[src/rtl/bsg_trace_pkg.sv]
// Trace format package, shared by the trace recorder and trace replay.
// A trace word is {op[3:0], payload}: op in the top bits, payload below.
package bsg_trace_pkg;

  localparam int trace_op_width_gp = 4;

  typedef enum logic [trace_op_width_gp-1:0] {
    TRACE_OP_RECV       = 4'd1,
    TRACE_OP_FINISH     = 4'd3,
    TRACE_OP_WAIT       = 4'd4,
    TRACE_OP_CYCLE_INIT = 4'd5
  } trace_op_e;

endpackage

[src/rtl/bsg_trace_recorder_gap_ctr.sv]
// Saturating idle-gap counter.
//   clk_i, reset_i : clock, async active-high reset
//   clr_i          : clear to zero (wins over inc_i)
//   inc_i          : count one idle cycle; holds at all-ones
//   count_o        : current gap count
module bsg_trace_recorder_gap_ctr #(
  parameter int width_p = 32
) (
  input  logic               clk_i,
  input  logic               reset_i,
  input  logic               clr_i,
  input  logic               inc_i,
  output logic [width_p-1:0] count_o
);

  always_ff @(posedge clk_i or posedge reset_i) begin
    if (reset_i)                        count_o <= '0;
    else if (clr_i)                     count_o <= '0;
    else if (inc_i && (count_o != '1))  count_o <= count_o + width_p'(1);
  end

endmodule

[src/rtl/bsg_trace_recorder.sv]
// Trace recorder: observes a valid/ready sink channel and writes a replayable
// trace into a synchronous-write memory.
//   clk_i, reset_i          : clock, async active-high reset
//   en_i, record_gaps_i     : recording enable, encode idle gaps as waits
//   v_i, data_i, ready_and_o: observed sink channel (handshake = v_i & ready_and_o)
//   finish_i                : terminate the trace
//   mem_v_o/addr_o/data_o   : trace memory write port, word = {op, payload}
//   done_o, overflow_o      : trace terminated / terminated by capacity
module bsg_trace_recorder
  import bsg_trace_pkg::*;
#(
  parameter int payload_width_p  = 32,
  parameter int mem_addr_width_p = 6
) (
  input  logic                                         clk_i,
  input  logic                                         reset_i,
  input  logic                                         en_i,
  input  logic                                         record_gaps_i,
  input  logic                                         v_i,
  input  logic [payload_width_p-1:0]                   data_i,
  output logic                                         ready_and_o,
  input  logic                                         finish_i,
  output logic                                         mem_v_o,
  output logic [mem_addr_width_p-1:0]                  mem_addr_o,
  output logic [payload_width_p+trace_op_width_gp-1:0] mem_data_o,
  output logic                                         done_o,
  output logic                                         overflow_o
);

  typedef enum logic [2:0] {
    S_IDLE, S_GAP_INIT, S_GAP_WAIT, S_DATA, S_FIN, S_DONE
  } state_e;

  // Handshakes stop 3 entries short of the end: the worst case after the last
  // accepted handshake is a 3-word gap sequence plus FINISH, which fits exactly.
  localparam logic [mem_addr_width_p-1:0] limit_lp =
    mem_addr_width_p'((1 << mem_addr_width_p) - 3);

  state_e                       state_q, state_d;
  logic [mem_addr_width_p-1:0]  addr_q, addr_d;
  logic [payload_width_p-1:0]   data_q, data_d;
  logic                         fin_q, fin_d;
  logic                         ovf_q, ovf_d;
  logic                         gap_inc, gap_clr;
  logic [payload_width_p-1:0]   gap;

  bsg_trace_recorder_gap_ctr #(.width_p(payload_width_p)) gap_ctr (
    .clk_i   (clk_i),
    .reset_i (reset_i),
    .clr_i   (gap_clr),
    .inc_i   (gap_inc),
    .count_o (gap)
  );

  always_ff @(posedge clk_i or posedge reset_i) begin
    if (reset_i) begin
      state_q <= S_IDLE;
      addr_q  <= '0;
      data_q  <= '0;
      fin_q   <= 1'b0;
      ovf_q   <= 1'b0;
    end else begin
      state_q <= state_d;
      addr_q  <= addr_d;
      data_q  <= data_d;
      fin_q   <= fin_d;
      ovf_q   <= ovf_d;
    end
  end

  always_comb begin
    state_d     = state_q;
    addr_d      = addr_q;
    data_d      = data_q;
    fin_d       = fin_q;
    ovf_d       = ovf_q;
    ready_and_o = 1'b0;
    mem_v_o     = 1'b0;
    mem_data_o  = '0;
    done_o      = 1'b0;
    gap_inc     = 1'b0;
    gap_clr     = 1'b0;

    unique case (state_q)
      S_IDLE: begin
        // State sits in IDLE while reset is held; keep the channel closed then.
        ready_and_o = ~reset_i & en_i & (addr_q < limit_lp);
        if (v_i & ready_and_o) begin
          if ((gap != '0) && record_gaps_i) begin
            // Gap counter is cleared when DATA retires so GAP_INIT still sees it.
            data_d  = data_i;
            fin_d   = finish_i;
            state_d = S_GAP_INIT;
          end else begin
            mem_v_o    = 1'b1;
            mem_data_o = {TRACE_OP_RECV, data_i};
            addr_d     = addr_q + mem_addr_width_p'(1);
            gap_clr    = 1'b1;
            if (finish_i) state_d = S_FIN;
          end
        end else begin
          gap_inc = en_i;
          if (finish_i) begin
            state_d = S_FIN;
          end else if (addr_q >= limit_lp) begin
            state_d = S_FIN;
            ovf_d   = 1'b1;
          end
        end
      end
      S_GAP_INIT: begin
        mem_v_o    = 1'b1;
        mem_data_o = {TRACE_OP_CYCLE_INIT, gap};
        addr_d     = addr_q + mem_addr_width_p'(1);
        fin_d      = fin_q | finish_i;
        state_d    = S_GAP_WAIT;
      end
      S_GAP_WAIT: begin
        mem_v_o    = 1'b1;
        mem_data_o = {TRACE_OP_WAIT, {payload_width_p{1'b0}}};
        addr_d     = addr_q + mem_addr_width_p'(1);
        fin_d      = fin_q | finish_i;
        state_d    = S_DATA;
      end
      S_DATA: begin
        mem_v_o    = 1'b1;
        mem_data_o = {TRACE_OP_RECV, data_q};
        addr_d     = addr_q + mem_addr_width_p'(1);
        gap_clr    = 1'b1;
        fin_d      = 1'b0;
        state_d    = (fin_q | finish_i) ? S_FIN : S_IDLE;
      end
      S_FIN: begin
        // Last word of the trace; address is not advanced so it never wraps.
        mem_v_o    = 1'b1;
        mem_data_o = {TRACE_OP_FINISH, {payload_width_p{1'b0}}};
        state_d    = S_DONE;
      end
      S_DONE: done_o = 1'b1;
      default: state_d = S_IDLE;
    endcase
  end

  assign mem_addr_o = addr_q;
  assign overflow_o = ovf_q;

endmodule

[config.mk]
export PLATFORM = sky130hd
export DESIGN_NAME = bsg_trace_recorder
export DESIGN_NICKNAME = d
export VERILOG_FILES = /design/src/rtl/bsg_trace_pkg.sv /design/src/rtl/bsg_trace_recorder_gap_ctr.sv /design/src/rtl/bsg_trace_recorder.sv
export SDC_FILE = /design/constraint.sdc
export NUM_CORES = 1
export LEC_CHECK = 0
export CORE_ASPECT_RATIO = 1.25
export CORE_UTILIZATION = 64
export CTS_CLUSTER_SIZE = 25
export DETAILED_ROUTE_END_ITERATION = 10
export DONT_BUFFER_PORTS = 1
export PLACE_DENSITY = 0.8
export SLEW_MARGIN = 10
export SYNTH_ARGS = -nofsm -noshare
export SYNTH_HDL_FRONTEND = slang
export SYNTH_HIERARCHICAL = 1
export SYNTH_SLANG_ARGS = --single-unit
[constraint.sdc]
create_clock -name clk_i -period 3.07 [get_ports clk_i]
set_input_delay 0 -clock clk_i [delete_from_list [all_inputs] [get_ports clk_i]]
set_output_delay 0 -clock clk_i [all_outputs]
set_load 0.05 [all_outputs]
Word-level counts from Yosys, hierarchy flattened
Cells that the tools add are included.
- eq/ne operators: 11
- add/sub/neg operators: 2
- reduce and logical (&&, ||, !) cells: 15
- muxes and demuxes: 26
- bitwise logic cells: 8
- order comparisons: 2
- operators by type and width (operator ; count):
    $pmux 35 s5 ; 1
    $mux 33 ; 2
    $mux 32 ; 2
    $add 32x1->32 const B ; 1
    $ne 32x32->1 const B ; 1
    $reduce_bool 32->1 ; 1
    $mux 3 ; 6
    $pmux 3 s6 ; 1
    $mux 6 ; 2
    $pmux 6 s2 ; 1
    $reduce_and 3->1 ; 4
    $mux 1 ; 8
    $ne 4x4->1 const B ; 2
    $add 6x1->6 const B ; 1
    $eq 3x2->1 const B ; 2
    $eq 3x3->1 const B ; 2
    $ge 6x6->1 const B ; 1
    $lt 6x6->1 const B ; 1
    $ne 2x2->1 const B ; 3
    $not 1->1 ; 4
    $pmux 1 s2 ; 2
    $reduce_and 4->1 ; 1
    $reduce_bool 2->1 ; 2
    $reduce_or 4->1 ; 1
    9 further kinds ; 12
- bits in registers: 75
- output and inout bits: 46
- logic and storage cells: 70
- input bits: 38

Longest topological paths before layout
Gate-level depths: netlist (run 1).
- word-level depth: 9
- mapped depth: 11
- depth with buffers taken out: 10

Cells and area by module
Netlist (run 1), hierarchy kept.
- modules (own cells, without submodules) (module ; times used ; area an instance (um^2) ; cells each ; sequential area each (um^2)):
    bsg_trace_recorder ; 1 ; 2680.1 ; 238 ; 1076.0
    bsg_trace_recorder_gap_ctr ; 1 ; 1740.4 ; 186 ; 800.8

Least setup slack after synthesis (run 1)
OpenSTA, ideal clock, no wires.
- path kind: flip-flop to flip-flop
- from: register addr_q[0], in the netlist mem_addr_o[0]
- to: register gap_ctr.count_o[19]
- clock period less this slack: 2.845 ns
- required time: 2.992 ns
- buffers on the path: 1
- path slack: 0.225 ns
- setup time: 0.078 ns
- data arrival time: 2.767 ns
- stages on the path, launching flop included: 12
- cell sequence: dfrtp_1 -> inv_1 -> ha_1 -> nor2_1 -> nor2_1 -> nor2_1 -> nand4_1 -> nor3_1 -> o311ai_1 -> buf_2 -> or4_1 -> a21oi_1
- longest elaborated chain between the ends: 7
- elaborated cells between the ends (all ways): 10
- those cells by class: 1 x order compare; 5 x mux; 2 x bitwise; 2 x reduce/logical
- RTL lines (item ; line ; text):
    start, declared ; bsg_trace_recorder.sv:40 ; logic [mem_addr_width_p-1:0] addr_q, addr_d;
    start signal, assigned ; bsg_trace_recorder.sv:64 ; addr_q <= addr_d;
    $lt 6x6->1 ; bsg_trace_recorder.sv:87 ; ready_and_o = ~reset_i & en_i & (addr_q < limit_lp);
    $and 1x1->1 ; bsg_trace_recorder.sv:87 ;
    $and 1x1->1 ; bsg_trace_recorder.sv:88 ; if (v_i & ready_and_o) begin
    $mux 1 ; bsg_trace_recorder.sv:88 ;
    $mux 1 ; bsg_trace_recorder.sv:84 ; unique case (state_q)
    via gap_inc ; bsg_trace_recorder.sv:44 ; logic gap_inc, gap_clr;
    $logic_and 1x1->1 ; bsg_trace_recorder_gap_ctr.sv:19 ; else if (inc_i && (count_o != '1)) count_o <= count_o + width_p'(1);
    $reduce_bool 2->1 (no line) ; -- ;
    end signal, assigned ; bsg_trace_recorder_gap_ctr.sv:19 ;
    end, declared ; bsg_trace_recorder_gap_ctr.sv:13 ; output logic [width_p-1:0] count_o
The timed path passes the listed nets, and every way through them passes these cells.
A chain may end at the register's enable or synchronous reset.

Final worst setup path (run 1)
- from: register gap_ctr.count_o[24]
- to: output port mem_data_o[2]
- longest elaborated chain between the ends: 5
- RTL lines (item ; line ; text):
    $reduce_bool 32->1 ; bsg_trace_recorder.sv:89 ; if ((gap != '0) && record_gaps_i) begin
    $logic_and 1x1->1 ; bsg_trace_recorder.sv:89 ;
    $mux 33 ; bsg_trace_recorder.sv:89 ;
    $mux 33 ; bsg_trace_recorder.sv:88 ;
    $pmux 35 s5 ; bsg_trace_recorder.sv:84 ;
    end, declared ; bsg_trace_recorder.sv:25 ; output logic [payload_width_p+trace_op_width_gp-1:0] mem_data_o,
No other way between the ends.

==> results summary, run 1 <==
The flow ran to the end, but the final reports show violations. The final reports fail on DRC, hold timing. The post-synthesis share of cell area spent on xor and xnor gates is 1.783%. For this configuration, the core starts out at a cell density of 66.91%. The initial antenna violation count is 0. The average instance area after synthesis came out at 10.43 um^2. The count of max-cap constraint violations is 0.

The maximum number of pins on one net before global-route repair is 33. In this run the power density over the cells is 731.8 nW/um^2. The library cells used most frequently in the layout, excluding fill and tap cells, are dfrtp_1, inv_1, dlygate4sd3_1.

The met3 usage in global routing came out at 6.763%. The post-layout net count is 507. The setup slack at placement is 286.4 ps. STA classifies the critical path startpoint as a register. The share of async-settable or async-resettable flops after synthesis is 100.0%. The number of unique standard cell types used by synthesis came out at 51. The post-synthesis sequential element count came out at 75. The clock slew seen by the registers of the worst setup and hold paths is 80 ps.

The global placement routability congestion came out at 0.8596. The number of nets in the synthesized netlist is 466. After layout, the worst path uses 95.42% of the clock period.

The via-per-instance ratio came out at 7.066. Summed over all layers, the global routing overflow is 0. The main combinational cell family by area after synthesis is compound AO/OA/AOI/OAI gates.

CTS placed an instance of clkbuf_8 at the clock tree root. Setup violations remaining at the end of the flow were counted as 0. The number of max-slew violations in the final report came out at 0. Headroom to the max-slew limit came out at 38.98%.

The library cell used most frequently in the layout, excluding fill and tap cells, is dfrtp_1. The tightest min-delay check is of the in2reg type. In the global route stage, met2 resource usage came out at 59.16%. The overall track demand over capacity in global routing came out at 34.26%.

The number of warnings printed during yosys synthesis is 6. The via total after detailed routing came out at 3,936. The tree built by TritonCTS fans out to 75 sinks. The data required time at the worst endpoint is 3070 ps. The number of enable flip-flop cells after synthesis is 0. The final critical delay including setup and external delays is 2929 ps.

The post-detailed-routing wire length is 11,970 um. The count of TritonRoute iterations in the first routing pass is 10. The critical path is of the reg2out type. Among all flip-flop cells after synthesis, the most frequent one is dfrtp_1. The worst-skew pair later-pin latency is 350 ps. The count of H-tree levels built during CTS came out at 3. met2 is the most crowded layer. Summed over all cells, the static leakage comes to 0.002489 uW. The area fraction in compound gates after synthesis came out at 17.61%.

The clock buffer count from CTS came out at 9. The cell area that synthesis handed to floorplanning was 4420 um^2. In this run the worst path has a maximum fanout of 16. The number of global-route vias before repair is 3,861. The share of post-route cells with drive strength above 1 came out at 18.30%. Once layout is complete, the cells apart from fillers number 557. The number of port buffers came out at 0. The horizontal extent of the die is 76.34 um. After detailed routing, the average wire length per cell comes to 21.48 um.

For this run, the top clock speed supported by timing is 341.4 MHz. The synthesized netlist devotes 16.59% of its cell area to simple gates. The placed instance count is 506. The accumulated negative setup slack is 0 ps. The post-route worst setup slack came out at 140.7 ps. The final-report hold violation count came to 1.

The critical path arrival is 2930 ps. The wire length of the first global-routing pass came out at 19,170 um. Final hold analysis gives a worst-case slack of -2.170 ps. The TritonCTS clock tree is done. The sequential fraction of the synthesis area is 42.46%. The row count came out at 33.

The total area inside the core boundary comes to 6606 um^2. The fraction of the mapped netlist area in adder cells is 1.132%. The worst setup path is captured at an output port. The antenna diode count came out at 0.

Setup repair after global routing left no endpoint under its margin. Of the post-synthesis cell area, the part taken by muxes is 11.66%. Measured along the y axis, the die boundary spans 94.92 um. The placed wire-length estimate after detailed placement came out at 7534 um.

The total I/O pin count came out at 84. The DRC violation count after routing came out at 1. The peak supply drop is 0.0004898 V. Once detail routing completed, the nets flagged for antenna violations numbered 0. The maximum clock skew at final layout is 8.918 ps. The number of buffers between clock root and the deepest sink came out at 2. The slew of the pin with the lowest slew margin is 912.0 ps. The DRC violation total after the first TritonRoute iteration is 578. Synthesis produced 424 cells. The global-route met1 utilization came out at 42.31%. From synthesis to final layout, the design area changed by 14.72%.

The floorplan die area came out at 7246 um^2.
[report_power, final]
part	switching (uW)	internal (uW)	total, uW
registers	203	1170	1370
clock network	371	541	913
logic	959	467	1430
total	1530	2180	3710
[Yosys cell counts, drive strengths merged, types with 3 or more instances]
| master | n | share of area [%] |
|---|---|---|
| a222oi | 32 | 7.2 |
| xnor2 | 5 | 0.99 |
| mux2 | 34 | 11 |
| and3 | 5 | 0.71 |
| clkbuf | 12 | 1.0 |
| xor2 | 4 | 0.79 |
| dfrtp | 75 | 42 |
| inv | 46 | 3.9 |
| nand3 | 13 | 1.5 |
| and4 | 4 | 0.79 |
| o21ai | 14 | 1.6 |
| nor4 | 12 | 1.7 |
| nor2 | 17 | 1.8 |
| nand2 | 20 | 1.8 |
| buf | 14 | 3.8 |
| ha | 4 | 1.1 |
| o31ai | 15 | 2.5 |
| or4 | 15 | 2.6 |
| a21oi | 31 | 3.5 |
| nor3 | 4 | 0.45 |
| nand4 | 10 | 1.7 |
| or2 | 3 | 0.42 |
| or3 | 14 | 2.1 |
[registers in the layout (all words and copies together) (netlist names)]
name	count
data_q	32
gap_ctr/count_o	32
mem_addr_o	6
state_q	3
fin_q	1
overflow_o	1
[critical path, stage by stage (launching register included)]
cell      delay, ps
dfrtp_1         470
nor4_1          390
nand4_1         240
o21ai_0         290
and3_1          350
buf_4           290
a222oi_1        170
inv_1           370
[per-layer routing]
| metal | vias to the layer above | routed length (um) |
|---|---|---|
| met5 | - | 0 |
| met4 | 0 | 350 |
| met3 | 53 | 961 |
| met2 | 252 | 6144 |
| met1 | 1932 | 4509 |
| li1 | 1699 | - |
[layout make-up]
type,count,area (um^2)
inverters,46,172.7
multi-input cells,277,2166
clock inverters,6,113.9
fillers,430,1535
well taps,87,108.9
clock buffers,10,127.6
flip-flops and latches,75,1877
repair buffers,56,505.5
[worst paths after layout]
kind / from / endpoint / slack [ps] / cells past startpoint
max: gap_ctr/count_o[24]$_DFFE_PP0P_ / mem_data_o[2] / 140 / 7
min reg2reg: data_q[19]$_DFFE_PP0P_ / data_q[19]$_DFFE_PP0P_ / 520 / 1
min in group asynchronous: reset_i / data_q[14]$_DFFE_PP0P_ / 190 / 2
max reg2reg: state_q[1]$_DFFE_PP0P_ / gap_ctr/count_o[31]$_DFFE_PP0P_ / 240 / 9
min: record_gaps_i / mem_addr_o[2]$_DFFE_PP0P_ / -2 / 3
max in group asynchronous: reset_i / gap_ctr/count_o[22]$_DFFE_PP0P_ / 2050 / 3
[cells by family (layout without fill, tap and decap cells)]
group,after synthesis,in the layout
buffers and inverters,72,118
and+or+nand+nor,122,122
AOI/OAI and AO/OA,105,105
adders and majority gates,4,4
DFF,75,75
other,1,1
muxes,36,36
xor gates and xnor gates,9,9
[what timing repair did]
action | in CTS | in global routing
endpoints found under the setup margin | 0 | 1
hold buffers | 34 | 0
endpoints found under the hold margin | 79 | 0
buffers inserted | 0 | 1
resized for setup | 0 | 0
[per-stage QoR]
| stage | area (um^2) | hold slack, ps | util [%] | total power, uW |
|---|---|---|---|---|
| after floorplan | 4420 | 116.2 | - | 2502 |
| after global placement | 4482 | -36.20 | 67.84 | 2700 |
| after detailed placement | 4482 | -19.16 | 67.84 | 2745 |
| after CTS | 5064 | 0.5057 | 76.65 | 3688 |
| after global routing | 5071 | 11.43 | 76.76 | 3875 |
| final | 5071 | -2.170 | 76.76 | 3711 |
Power figures use the tool's default switching activity.
==> run 2: changes to the inputs <==
--- a/config.mk
+++ b/config.mk
@@ -6,11 +6,12 @@
 export NUM_CORES = 1
 export LEC_CHECK = 0
 export CORE_ASPECT_RATIO = 1.25
-export CORE_UTILIZATION = 64
+export CORE_UTILIZATION = 69
 export CTS_CLUSTER_SIZE = 25
 export DETAILED_ROUTE_END_ITERATION = 10
 export DONT_BUFFER_PORTS = 1
-export PLACE_DENSITY = 0.8
+export GPL_TIMING_DRIVEN = 0
+export PLACE_DENSITY = 0.85
 export SLEW_MARGIN = 10
 export SYNTH_ARGS = -nofsm -noshare
 export SYNTH_HDL_FRONTEND = slang
==> constraint.sdc (replaced) <==
create_clock -name clk_i -period 3.7 [get_ports clk_i]
set_input_delay 0 -clock clk_i [delete_from_list [all_inputs] [get_ports clk_i]]
set_output_delay 0 -clock clk_i [all_outputs]
set_load 0.05 [all_outputs]
==> run 2 against run 1 <==
Against the previous run:
- the run now ends clean
- non-clock buffer count grew 5
- sequential power shrank 9%
- die area fell by 7.1%
==> results summary, run 2 (synthesized netlist as in run 1, its figures left out) <==
Outcome: finished, final reports clean (was finished with violations). The antenna diode count came out at 0 (unchanged). The row count is 32 (was 33). By instance count, the cell type seen most on the critical path is nor2_1. The classification of the worst-slack hold path is in2reg (unchanged). The clock root buffer is clkbuf_8 (unchanged).

The number of buffers between clock root and the deepest sink is 2 (unchanged). The critical path startpoint category is a register (unchanged). The data required time at the worst endpoint came out at 3970 ps (was 3070 ps). The post-synthesis to final-layout area growth came out at 16.05% (was 14.72%). The post-detailed-routing wire length is 12,890 um (was 11,970 um). The kind of critical path is reg2reg (was reg2out).

The type of destination of the critical path is a register (was output port). The accumulated negative setup slack came to 0 ps (unchanged). The clock buffer count from CTS is 9 (unchanged). The placed wire-length estimate after detailed placement came out at 7939 um (was 7534 um).

Cell chain of the critical path: nand4_2, nor2_1, nor2_1, nor2_1, nand4_1, nor3_1, o311ai_1, buf_2, or4_1, a21oi_1 (was nor4_1, nand4_1, o21ai_0, and3_1, buf_4, a222oi_1, inv_1). Commonest cells after routing, fill and taps aside: dfrtp_1, inv_1, dlygate4sd3_1 (unchanged). The post-layout net count came out at 512 (was 507). The DRC violation total after the first TritonRoute iteration came to 584 (was 578). The power density relative to cell area came to 596.7 nW/um^2 (was 731.8 nW/um^2).

The number of port buffers was 0 (unchanged). The maximum clock skew at final layout came out at 8.806 ps (was 8.918 ps). The die span in y is 91.49 um (was 94.92 um). The overall track demand over capacity in global routing came to 39.46% (was 34.26%). After layout, the worst path uses 91.60% of the clock period. The number of global-route vias before repair is 3,957 (was 3,861). The buffer count from post-CTS setup fixing is 0 (unchanged). The core utilization of the finished layout came out at 83.20% (was 76.76%).

The cell family contributing the most delay on the critical path was simple AND/OR/NAND/NOR gates (unchanged). The clock sink count came out at 75 (unchanged). The final-report hold violation count is 0 (was 1). The post-route worst setup slack is 310.7 ps (was 140.7 ps). The wire length of the first global-routing pass came out at 19,820 um (was 19,170 um). The total global routing overflow is 0 (unchanged). The leakage power figure came out at 0.002500 uW (was 0.002489 uW). The number of max-slew violations in the final report was 0 (unchanged). The worst-skew pair later-pin latency came out at 360 ps (was 350 ps). The share of post-route cells with drive strength above 1 is 17.26% (was 18.30%).

The critical path arrival came out at 3660 ps (was 2930 ps). The peak supply drop is 0.0003620 V (was 0.0004898 V). The count of max-cap constraint violations came out at 0 (unchanged). The count of endpoints failing setup in the final report is 0 (unchanged).

The via-per-instance ratio came out at 7.282 (was 7.066). The sum of buffers and inverters on the critical path is 1 (was 2). The horizontal extent of the die came out at 73.59 um (was 76.34 um). The longest individual stage delay on the worst path came out at 730 ps (was 470 ps). The slew of the pin with the lowest slew margin was 1180 ps (was 912.0 ps). The remaining antenna violation count after routing is 0 (unchanged). The number of filler cells placed in the layout is 363 (was 430). The initial antenna violation count is 0 (unchanged).

The remaining max-slew budget at the tightest pin was 20.28% (was 38.98%). The initial standard-cell utilization of the core came out at 71.69% (was 66.91%). The via total after detailed routing came out at 4,078 (was 3,936). The DRC violation count after routing came out at 0 (was 1).

The core area is 6166 um^2 (was 6606 um^2). The final critical delay including setup and external delays is 3389 ps. The setup slack at placement came out at 276.1 ps (was 286.4 ps). The count of TritonRoute iterations in the first routing pass came out at 8 (was 10). The global placement routability congestion came to 0.8523 (was 0.8596). The TritonCTS clock tree is done (unchanged). The most common cell after layout, fill and taps aside is dfrtp_1 (unchanged). The overall power consumption came to 3061 uW (was 3711 uW). The total I/O pin count is 84 (unchanged). The detail-routed net length per standard cell came out at 23.02 um (was 21.48 um).

The floorplan die area is 6733 um^2 (was 7246 um^2). Setup repair after global routing missed its margin: no (unchanged). The minimum hold slack is 11.82 ps (was -2.170 ps). The clock slew seen by the registers of the worst setup and hold paths came out at 80 ps (about the same). The cell type of the slowest stage on the worst timing path was dfrtp_1 (unchanged). The largest fanout on the critical path is 10 (was 16). For this run, the top clock speed supported by timing is 295.0 MHz. The count of H-tree levels built during CTS is 3 (unchanged). The maximum number of pins on one net before global-route repair is 33 (unchanged).
[run 2: changes by cell type in the layout (fill, tap and decap cells not counted), moves of 2 or more]
cell,delta
buf_4,-19
clkbuf_8,+2
clkbuf_1,+12
dfrtp_2,+2
buf_6,+7
dfrtp_1,-2
buf_12,+3
inv_2,+2
[run 2: what timing repair did]
action / in CTS / in global routing
hold buffers: 34 / 0
endpoints found under the setup margin: 0 / 3
hold endpoints to repair: 110 / 0
resized for setup: 0 / 2
[run 2: area by class of cell]
class                           instances  area (um^2)  share of cell area (%)
Inverter                               46        172.7                   3.366
Clock buffer                           12        155.1                   3.024
Buffer                                 26        211.5                   4.122
Timing Repair Buffer                   35        367.9                   7.171
Multi-Input combinational cell        277         2165                   42.20
Sequential cell                        75         1879                   36.63
Clock inverter                          4        72.57                   1.415
Tap cell                               85        106.4                   2.073
[run 2: routing by layer]
layer  up-vias  global-route usage, %  routed length (um)
li1       1713                      -                   -
met4         0                  21.31                 577
met5         -                      0                   0
met2       314                  62.23                6452
met1      1984                  48.96                4543
met3        67                  9.878                1318
[run 2: where the power goes]
group / internal [uW] / switching [uW] / leakage [uW]
combinational: 367 / 713 / 0.00138
sequential: 971 / 284 / 0.00100
clock: 416 / 311 / 0.000113
total: 1750 / 1310 / 0.00250
[run 2: tightest hold or removal path, stage by stage]
cell	delay, ps
o211ai_1	100
nand3_1	160
xnor2_1	70
[run 2: worst paths after layout]
| path | startpoint | end | slack [ps] | depth (start not counted) |
|---|---|---|---|---|
| hold reg to reg | data_q[21]$_DFFE_PP0P_ | data_q[21]$_DFFE_PP0P_ | 510 | 1 |
| min in group asynchronous | reset_i | fin_q$_DFFE_PP0P_ | 210 | 2 |
| hold / removal | record_gaps_i | mem_addr_o[2]$_DFFE_PP0P_ | 10 | 3 |
| max in group asynchronous | reset_i | gap_ctr/count_o[31]$_DFFE_PP0P_ | 2960 | 2 |
| setup reg to reg | mem_addr_o[3]$_DFFE_PP0P_ | gap_ctr/count_o[21]$_DFFE_PP0P_ | 310 | 10 |
| setup / recovery | mem_addr_o[3]$_DFFE_PP0P_ | gap_ctr/count_o[21]$_DFFE_PP0P_ | 310 | 10 |
[run 2: stage by stage]
| step | instances | instance area, um^2 |
|---|---|---|
| finish | 560 | 5130 |
| CTS | 560 | 5127 |
| floorplan | 424 | 4420 |
| detailed placement | 510 | 4559 |
| global route | 560 | 5130 |
| global placement | 509 | 4527 |
==> run 3: changes to the inputs <==
--- a/config.mk
+++ b/config.mk
@@ -12,6 +12,7 @@
 export DONT_BUFFER_PORTS = 1
 export GPL_TIMING_DRIVEN = 0
 export PLACE_DENSITY = 0.85
+export RECOVER_POWER = 50
 export SLEW_MARGIN = 10
 export SYNTH_ARGS = -nofsm -noshare
 export SYNTH_HDL_FRONTEND = slang
==> constraint.sdc (replaced) <==
create_clock -name clk_i -period 4.3 [get_ports clk_i]
set_input_delay 0 -clock clk_i [delete_from_list [all_inputs] [get_ports clk_i]]
set_output_delay 0 -clock clk_i [all_outputs]
set_load 0.05 [all_outputs]
==> run 3 against run 2 <==
Against the previous run:
- sequential cell count did not move
- combinational power fell by 15%
- sequential power fell by 14%
- final cell count did not move
- critical path depth rose by 1
- power fell by 14%
- setup slack improved by 440 ps
- global-route usage did not move
- maximum frequency fell by 4.4%
==> results summary, run 3 (synthesized netlist as in run 1, its figures left out) <==
The final critical delay including setup and external delays was 3545 ps (was 3389 ps). The via total after detailed routing came out at 4,052 (was 4,078). The worst-skew pair later-pin latency is 350 ps (was 360 ps). The total global routing overflow was 0 (unchanged). The critical hold path startpoint is record_gaps_i (unchanged). The wire length of the first global-routing pass is 19,820 um (unchanged). The post-synthesis to final-layout area growth is 15.09% (was 16.05%). The classification of the worst-slack hold path is in2reg (unchanged). The count of endpoints failing setup in the final report is 0 (unchanged). The initial antenna violation count came out at 0 (unchanged).

The slew of the pin with the lowest slew margin came out at 1435 ps (was 1180 ps). The number of port buffers came to 0 (unchanged). The internal power is 1498 uW (was 1754 uW). The startpoint of the worst register-to-register path is mem_addr_o[0]$_DFFE_PP0P_ (was mem_addr_o[3]$_DFFE_PP0P_). The net switching share of the total power came out at 42.79% (was 42.70%).

The row count is 32 (unchanged). The clock buffer count from CTS is 9 (unchanged). The core utilization of the finished layout came to 82.51% (was 83.20%).

The number of hold buffers added after CTS came out at 34 (unchanged). The clock root buffer is clkbuf_8 (unchanged). The number of buffers between clock root and the deepest sink is 2 (unchanged). The TritonCTS clock tree was done (unchanged). The peak supply drop is 0.0003126 V (was 0.0003620 V). The clock sink count is 75 (unchanged). The share of total power in combinational logic came out at 35.1% (was 35.3%). The type of destination of the critical path is a register (unchanged). The maximum number of pins on one net before global-route repair was 33 (unchanged). The clock slew seen by the registers of the worst setup and hold paths was 80 ps (about the same). The minimum hold slack was 22.16 ps (was 11.82 ps). The number of filler cells placed in the layout is 370 (was 363). The via-per-instance ratio came out at 7.236 (was 7.282). The post-route worst setup slack came out at 755.5 ps (was 310.7 ps). The cell depth of the worst min-delay path is 3 (unchanged). The remaining antenna violation count after routing is 0 (unchanged). The placed wire-length estimate after detailed placement came out at 7939 um (unchanged).

The DRC violation count after routing is 0 (unchanged). The buffer count from post-CTS setup fixing came out at 0 (unchanged). The largest fanout on the critical path came out at 10 (unchanged). The kind of critical path was reg2reg (unchanged). The share of the clock period used by the worst path came out at 82.43% (was 91.60%). The power density relative to cell area came out at 514.7 nW/um^2 (was 596.7 nW/um^2). The initial standard-cell utilization of the core is 71.69% (unchanged). The antenna diode count is 0 (unchanged). The overall track demand over capacity in global routing came out at 39.46% (unchanged).

The maximum clock skew at final layout is 10.35 ps (was 8.806 ps). The count of max-cap constraint violations came out at 0 (unchanged). The count of TritonRoute iterations in the first routing pass was 7 (was 8).

The post-layout net count is 512 (unchanged). The final instance count without filler cells was 560 (unchanged). The DRC violation total after the first TritonRoute iteration is 580 (was 584).

The most common cell after layout, fill and taps aside was dfrtp_1 (unchanged). The placed instance count is 510 (unchanged). The critical path startpoint category was a register (unchanged).

The accumulated negative setup slack is 0 ps (unchanged). The horizontal extent of the die was 73.59 um (unchanged). The clock network fraction of design power is 23.8% (was 23.7%).

The die span in y came out at 91.49 um (unchanged). The relative contribution of sequential cells to total power came out at 41.1% (was 41.0%). The data required time at the worst endpoint came to 4570 ps (was 3970 ps). Setup repair after global routing missed its margin: no (unchanged). The leakage power figure is 0.002481 uW (was 0.002500 uW). The critical path arrival came out at 3810 ps (was 3660 ps). Outcome: finished, final reports clean (unchanged). The launching element of the worst setup path is mem_addr_o[0]$_DFFE_PP0P_ (was mem_addr_o[3]$_DFFE_PP0P_). The post-detailed-routing wire length came out at 12,870 um (was 12,890 um).

The number of max-slew violations in the final report is 0 (unchanged). The worst-case hold path end point is mem_addr_o[2]$_DFFE_PP0P_ (unchanged). The remaining max-slew budget at the tightest pin came out at 3.576% (was 20.28%). The count of H-tree levels built during CTS came out at 3 (unchanged). The core area came out at 6166 um^2 (unchanged). The length in cells of the worst reg-to-reg path was 11 (was 10). The worst reg-to-reg setup slack is 760 ps (was 310 ps). The highest clock frequency the design can meet is 282.1 MHz (was 295.0 MHz). The setup slack at placement was 876.1 ps (was 276.1 ps). The net switching component of the power came out at 1120 uW (was 1307 uW).

The global placement routability congestion came out at 0.8523 (unchanged). Commonest cells after routing, fill and taps aside: dfrtp_1, inv_1, dlygate4sd3_1 (unchanged). The final-report hold violation count came out at 0 (unchanged). The post-cts repair resize count came out at 0 (unchanged).

The number of global-route vias before repair came to 3,957 (unchanged). The total I/O pin count is 84 (unchanged). The share of post-route cells with drive strength above 1 came out at 15.58% (was 17.26%).

The floorplan die area is 6733 um^2 (unchanged). The critical register-to-register path endpoint is gap_ctr/count_o[21]$_DFFE_PP0P_ (unchanged). The detail-routed net length per standard cell is 22.98 um (was 23.02 um).
## run 3: worst max path at each step
stage | end | cells past startpoint
3_5_place_dp | gap_ctr/count_o[21]$_DFFE_PP0P_ | 11
6_report | gap_ctr/count_o[21]$_DFFE_PP0P_ | 11
5_1_grt | gap_ctr/count_o[21]$_DFFE_PP0P_ | 11
4_1_cts | gap_ctr/count_o[21]$_DFFE_PP0P_ | 11
3_3_place_gp | gap_ctr/count_o[19]$_DFFE_PP0P_ | 11
2_1_floorplan | gap_ctr/count_o[19]$_DFFE_PP0P_ | 11
## run 3: layout make-up
cell class                      count  area, um^2  share of cell area, %
Buffer                             26       200.2                  3.935
Clock buffer                       12       155.1                  3.050
Clock inverter                      4       72.57                  1.426
Inverter                           46       172.7                  3.394
Multi-Input combinational cell    277        2160                  42.45
Sequential cell                    75        1877                  36.89
Tap cell                           85       106.4                  2.091
Timing Repair Buffer               35       344.1                  6.763
## run 3: critical path: stages, from the launching register on
cell and delay [ps]:
dfrtp_1 770, inv_1 140, ha_1 260, nor2_1 150
nor2_1 100, nor2_1 290, nand4_1 280, nor3_1 300
o311ai_1 300, buf_2 290, or4_1 410, a21oi_1 170
## run 3: stage by stage
step / cell area, um^2 / power [uW]
6_report: 5087 / 2618
5_1_grt: 5087 / 2732
4_1_cts: 5127 / 2594
2_1_floorplan: 4420 / 1786
3_5_place_dp: 4559 / 1950
3_3_place_gp: 4527 / 1911
## run 3: power groups by stage
stage	Combinational (uW)	Clock (uW)	Sequential, uW
5_1_grt	976	663	1090
3_5_place_dp	870	0	1080
2_1_floorplan	738	0	1050
4_1_cts	902	622	1070
6_report	919	623	1080
3_3_place_gp	841	0	1070
## run 3: metal layers
| layer | global-route usage, % | share of wire [%] | vias up |
|---|---|---|---|
| met2 | 62.23 | 50 | 307 |
| met3 | 9.878 | 9.9 | 72 |
| met4 | 21.31 | 4.7 | 0 |
| met5 | 0 | 0 | - |
| met1 | 48.96 | 36 | 1966 |
| li1 | - | - | 1707 |
